### src/rtl/eb_pkg.sv
// Shared definitions for the elastic-buffer width converters: FSM states,
// legal ratio range and the lane-index width helper.
package eb_pkg;

  localparam int RATIO_MIN = 2;
  localparam int RATIO_MAX = 16;

  typedef enum logic {
    FILL = 1'b0,
    FULL = 1'b1
  } eb_state_e;

  // Bits needed to index value lanes; never less than one so a counter always exists.
  function automatic int clog2(input int value);
    int width;
    width = 1;
    for (int i = 1; i < 31; i++) begin
      if ((1 << i) < value) width = i + 1;
    end
    return width;
  endfunction

endpackage

### src/rtl/eb_upsize_lanes.sv
// Lane storage for the upsizer: one DWIDTH register plus keep bit per lane,
// written by lane index and cleared wholesale when a finished word leaves.
module eb_upsize_lanes
  import eb_pkg::*;
#(
  parameter int DWIDTH = 32,
  parameter int RATIO  = 4,
  parameter int CW     = clog2(RATIO)
) (
  input  logic                     clk,
  input  logic                     rst,
  input  logic                     i_clear,
  input  logic                     i_write,
  input  logic [CW-1:0]            i_lane,
  input  logic [DWIDTH-1:0]        i_beat,
  output logic [DWIDTH*RATIO-1:0]  o_data,
  output logic [RATIO-1:0]         o_keep
);

  logic [RATIO-1:0]  w_laneWe;
  logic [DWIDTH-1:0] r_lane [RATIO];
  logic [RATIO-1:0]  r_keep;

  always_comb begin
    w_laneWe = '0;
    for (int k = 0; k < RATIO; k++) begin
      w_laneWe[k] = i_write && (i_lane == CW'(k));
    end
  end

  // A write wins over a clear so a beat arriving with the pop starts the fresh word.
  always_ff @(posedge clk) begin
    if (rst) begin
      for (int k = 0; k < RATIO; k++) begin
        r_lane[k] <= '0;
      end
      r_keep <= '0;
    end else begin
      for (int k = 0; k < RATIO; k++) begin
        if (w_laneWe[k]) begin
          r_lane[k] <= i_beat;
          r_keep[k] <= 1'b1;
        end else if (i_clear) begin
          r_lane[k] <= '0;
          r_keep[k] <= 1'b0;
        end
      end
    end
  end

  always_comb begin
    o_data = '0;
    for (int k = 0; k < RATIO; k++) begin
      o_data[k*DWIDTH +: DWIDTH] = r_lane[k];
    end
  end

  assign o_keep = r_keep;

endmodule

### src/rtl/eb_upsize.sv
// Narrow-to-wide stream upsizer: packs RATIO beats of DWIDTH bits into one
// wide word, closing a word early on t_last.
module eb_upsize
  import eb_pkg::*;
#(
  parameter int DWIDTH = 32,
  parameter int RATIO  = 4
) (
  input  logic                     clk,
  input  logic                     rst,
  input  logic [DWIDTH-1:0]        t_data,
  input  logic                     t_valid,
  input  logic                     t_last,
  output logic                     t_ready,
  output logic [DWIDTH*RATIO-1:0]  i_data,
  output logic [RATIO-1:0]         i_keep,
  output logic                     i_last,
  output logic                     i_valid,
  input  logic                     i_ready
);

  localparam int            CW       = clog2(RATIO);
  localparam logic [CW-1:0] CNT_LAST = CW'(RATIO - 1);
  localparam logic [CW-1:0] CNT_ONE  = CW'(1);

  eb_state_e     r_state;
  logic [CW-1:0] r_cnt;
  logic          r_last;

  logic w_accept;
  logic w_pop;
  logic w_complete;

  assign i_valid    = (r_state == FULL);
  assign i_last     = r_last;
  assign t_ready    = ~i_valid | i_ready;
  assign w_accept   = t_valid & t_ready;
  assign w_pop      = i_valid & i_ready;
  assign w_complete = w_accept & (t_last | (r_cnt == CNT_LAST));

  // r_cnt is always 0 in FULL, so a beat accepted alongside a pop lands in lane 0.
  always_ff @(posedge clk) begin
    if (rst) begin
      r_state <= FILL;
      r_cnt   <= '0;
      r_last  <= 1'b0;
    end else if (w_complete) begin
      r_state <= FULL;
      r_cnt   <= '0;
      r_last  <= t_last;
    end else if (w_accept) begin
      r_state <= FILL;
      r_cnt   <= r_cnt + CNT_ONE;
      r_last  <= 1'b0;
    end else if (w_pop) begin
      r_state <= FILL;
      r_cnt   <= '0;
      r_last  <= 1'b0;
    end
  end

  eb_upsize_lanes #(
    .DWIDTH (DWIDTH),
    .RATIO  (RATIO),
    .CW     (CW)
  ) u_lanes (
    .clk     (clk),
    .rst     (rst),
    .i_clear (w_pop),
    .i_write (w_accept),
    .i_lane  (r_cnt),
    .i_beat  (t_data),
    .o_data  (i_data),
    .o_keep  (i_keep)
  );

endmodule

### config.mk
export PLATFORM = sky130hd
export DESIGN_NAME = eb_upsize
export DESIGN_NICKNAME = d
export VERILOG_FILES = /design/src/rtl/eb_pkg.sv /design/src/rtl/eb_upsize_lanes.sv /design/src/rtl/eb_upsize.sv
export SDC_FILE = /design/constraint.sdc
export NUM_CORES = 1
export LEC_CHECK = 0
export CORE_MARGIN = 2
export CORE_UTILIZATION = 24
export CTS_CLUSTER_DIAMETER = 40
export CTS_CLUSTER_SIZE = 14
export DETAILED_ROUTE_END_ITERATION = 8
export PLACE_DENSITY = 0.56
export RECOVER_POWER = 100
export SLEW_MARGIN = 20
export SYNTH_ARGS = -nofsm -noshare
export SYNTH_HDL_FRONTEND = slang
export SYNTH_SLANG_ARGS = --single-unit
### constraint.sdc
create_clock -name clk -period 2.2 [get_ports clk]
set_clock_uncertainty 0.15 [all_clocks]
set_input_delay 0.33 -clock clk [delete_from_list [all_inputs] [get_ports clk]]
set_output_delay 0.33 -clock clk [all_outputs]
set_load 0.05 [all_outputs]
======== Yosys cells after proc, flatten, opt, wreduce, memory -nomap -nowiden ========
Memory sizes are Yosys's and may differ from the RTL's.
Cells that the tools add are included.
cells by class
  $add $sub $neg .......................... 1
  eq/ne operators ......................... 3
  mux-type cells .......................... 45
  reductions and logical operators ........ 12
  bitwise operators ....................... 14
operators by type and width
  cell                                            count
  2-to-1 mux 32 bit                               8
  2-to-1 mux 1 bit                                35
  OR 1 bit                                        10
  nonzero test 2 bit                              5
  == test 2 bit (second input constant)           2
  logical AND 1 bit                               4
  2-to-1 mux 2 bit                                2
  AND 1 bit                                       3
  nonzero test 3 bit                              1
  adder 2 x 1 -> 2 bit (second input constant)    1
  == test 2 x 1 -> 1 bit (second input constant)  1
  zero test 2 bit                                 1
  OR reduction 2 bit                              1
  NOT 1 bit                                       1
word-level totals
  input port bits ......................... 37
  memories ................................ 1
  RAM bits ................................ 128
  register bits ........................... 8
memories
  name            words  width  read ports  clocked after memory_dff  wr ports  line                   source
  u_lanes.r_lane  4      32     4           0                         4         eb_upsize_lanes.sv:21  logic [DWIDTH-1:0] r_lane [RATIO];

======== Logic depth before layout (Yosys ltp) ========
  depth after elaboration ................. 9
  depth in mapped cells ................... 5
  depth with buffers taken out ............ 5

======== Modules after synthesis ========
A second synthesis with hierarchy kept.
unflattened totals
  cell total of the unflattened synthesis .. 320
  area total of the unflattened synthesis .. 5237.5 sq um
modules (own cells, without submodules)
  module           instances  area each (sq um)  cells each
  eb_upsize_lanes  1          4984.8             294
  eb_upsize        1          252.7              26

======== Worst setup path before layout ========
OpenSTA, ideal clock, no wires.
  kind .................................... register to register
  from .................................... register r_state (netlist: i_valid)
  to ...................................... memory u_lanes.r_lane[0][0] (enable)
  period minus slack after synthesis ...... 2328 ps
  arrival time ............................ 1788 ps
  path slack .............................. -128 ps
  stages on the path, launching flop included .. 3
  setup time .............................. 389 ps
  cell sequence ........................... dfxtp_1 a21oi_1 nand2_1
RTL lines
  element                 line                   source
  from (decl)             eb_upsize.sv:26        eb_state_e r_state;
  from (signal assigned)  eb_upsize.sv:44        r_state <= FILL;
  from (signal assigned)  eb_upsize.sv:48        r_state <= FULL;
  from (signal assigned)  eb_upsize.sv:52        r_state <= FILL;
  to (decl)               eb_upsize_lanes.sv:21

==> qor.yml <==
drive_gt1_frac: 0.0951
die_w_um: 151
netlist.area_leader.share: 0.742
stdcell_count: 801
report.final.slew_viol_count: 0
r2r-start: "r_cnt[0]"
hold_buffers: 0
dieArea_mm2: 0.0228
coreArea_mm2: 0.0211
routed_wl_mm: 13.8
ir_drop_mv: 0.470
p_seq_frac: 0.414
ys_ff_latch: 136
synth.distinct_cells: 24
hold_violations: 0
grt-ovfl-total: 0
grt_usage: 0.123
holdPathEnd: "u_lanes.o_keep[3]"
synth_top_area_cell: "edfxtp_1"
path_delay_family: "buffers and inverters"
h-tree-depth: 4
path_cells: "dlygate4sd3_1"
criticalPathCategory: "register to primary output"
gp_congestion: 0.718
cp_max_fo: 1
postRouteAntennaNets: 0
drcViolationCount: 0
diodes: 0
vias: 3172
fin_crit_sh: 0.970
cp.arrival_ns: 1.65
worstHoldPathCells: 1
critical-path-max-stage-delay_ns: 0.90
grt_start_max_net_pins: 34
cts_tree: "built"
pwr_density_cell_mw_per_mm2: 944
dp.cells: 769
clk_pin_slew_worst_paths_ns: 0.07
fillCellCount: 2012
seq_area_frac_synth: 0.773
wl_per_cell_um: 17.2
syn_area_mm2: 0.00518
hp-class: "register to register"
drtPass1Iterations: 4
area_growth_pct: 52.9
yosys_warnings: 0
final_cell_mix: "edfxtp_1 (128), dlygate4sd3_1 (111), and2_1 (81), clkdlybuf4s50_1 (58), and2_0 (48)"
holdCritStartpoint: "u_lanes.o_keep[3]"
startpoint_type: "register"
clock_latency_ns: 0.42
avgSynthCellArea_um2: 16.3
placementRows: 53
syn_inst: 317
maxCapViolCount: 0
start_util: 0.246
fin_util: 0.375
worst_pin_slew_ns: 0.659
pin_count: 172
crit_path_end_kind: "primary output"
clock_path_buffers: 2
status: "finished, final reports clean"
numCtsBuffers: 17
drt_iter0_markers: 177
die_h_um: 151
period_needed_ns: 2.13
rr_endpoint: "u_lanes.r_lane[3][17]"
final_common_cell: "edfxtp_1"
cts-root-buf: "clkbuf_16"
setup_viol_count_final: 0
cp.required_ns: 1.72
grt_pass1_vias: 3324
clockPowerShare: 0.426
antenna_found_initial: 1
rsz0062_at_grt: "no"
relSlewSlack: 0.560
ys_top_cells_by_area: "edfxtp_1 (74%), and2_1 (16%), dfxtp_1 (3.1%)"
via_per_inst: 3.96
r2r_slack_ns: 0.21
p_leak_nw: 3.11
p_sw_w: 0.00207
path_buf_inv: 1
io_buffer_count: 171
power_frac_comb: 0.161
hpwl_mm: 9.80
swShare: 0.277
nNetsFinal: 554
grt_pass1_wl_mm: 19.9
cts.sinks: 136
crit_slowest_cell: "dlygate4sd3_1"
max_freq_ghz: 0.469
p_int_w: 0.00541
synth_nets: 358
worstRegToRegCells: 4
-- registers in the layout (all words and copies together), names as in the netlist --
name and cells:
r_cnt 2, u_lanes.o_keep 4, i_valid 1, u_lanes.r_lane 128, i_last 1
-- per-stage QoR --
stage	cell area [um^2]	TNS [ns]	setup slack, ns	hold WS (ns)	total power [W]
final	7920	0	0.0664	0.311	0.00748
after global routing	7920	0	0.0228	0.333	0.00772
after CTS	8070	0	0.0632	0.317	0.00767
after detailed placement	7400	-33.93	-0.319	0.290	0.00447
after global placement	7400	-35.11	-0.330	0.286	0.00446
after floorplan	5180	-16.37	-0.128	0.249	0.00390
-- how the worst max path moves through the flow --
stage	start	endpoint	slack [ns]	depth (start not counted)
6_report	u_lanes.r_lane[3][25]	i_data[121]	0.07	1
5_1_grt	u_lanes.r_lane[3][15]	i_data[111]	0.02	1
4_1_cts	u_lanes.r_lane[0][0]	i_data[0]	0.06	1
3_5_place_dp	i_ready	u_lanes.r_lane[3][14]	-0.32	4
3_3_place_gp	i_ready	u_lanes.r_lane[3][14]	-0.33	4
2_1_floorplan	i_valid	u_lanes.r_lane[0][0]	-0.13	2
-- synthesized netlist by cell type --
cell type	instances
and2_1	129
edfxtp_1	128
dfxtp_1	8
clkbuf_1	7
nand2_1	5
nand3_1	5
a21o_1	4
buf_6	4
ha_1	4
a21oi_1	3
and4b_1	3
buf_2	3
inv_1	2
mux2i_1	2
a32oi_1	1
and4b_4	1
nand2b_2	1
nand3b_1	1
nor2_1	1
o2111a_1	1
o21a_1	1
o21ai_0	1
o221ai_1	1
xnor2_1	1
-- kinds of logic (layout without fill, tap and decap cells) --
logic type      after synthesis  count (layout)  share of synthesized area
compound gates               12              12                     0.0167
flops                       136             136                      0.773
fa+ha+maj                     4               4                    0.00967
buf+inv                      16             225                     0.0181
xor+xnor                      1               1                    0.00169
mux                           2               2                    0.00387
simple gates                146             146                      0.177
-- per-layer routing --
layer | track usage | vias up | routed length (um)
met3 | 0.0428 | 21 | 898
li1 | - | 1513 | -
met4 | 0.0453 | 2 | 240
met1 | 0.142 | 1525 | 5690
met5 | 0 | - | 12
met2 | 0.210 | 111 | 6940
-- worst reg2reg max path, delay by kind of cell, from the launching register on --
kind / cells / cell delay, ns
flops: 1 / 0.46
buf+inv: 1 / 0.52
fa+ha+maj: 1 / 0.27
simple gates: 2 / 0.47
-- power groups by stage --
stage / Clock [W] / Combinational [W] / Sequential, W
after global placement: 0 / 0.00130 / 0.00316
after global routing: 0.00335 / 0.00125 / 0.00311
after floorplan: 0 / 0.000142 / 0.00376
after CTS: 0.00325 / 0.00132 / 0.00311
final: 0.00318 / 0.00120 / 0.00309
after detailed placement: 0 / 0.00131 / 0.00316
-- area by class of cell --
class | instances | area (um^2) | area share
inverters | 2 | 7.51 | 0.000948
clock buffers | 17 | 425 | 0.0537
repair buffers | 191 | 1820 | 0.229
flip-flops and latches | 136 | 4000 | 0.506
multi-input cells | 165 | 1080 | 0.137
clock inverters | 15 | 239 | 0.0302
well taps | 275 | 344 | 0.0435
-- timing repair --
item / 4_1_cts / 5_1_grt
setup buffers: 0 / 0
resized for setup: 0 / 1
setup endpoints to repair: 0 / 9
Power figures use the tool's default switching activity.
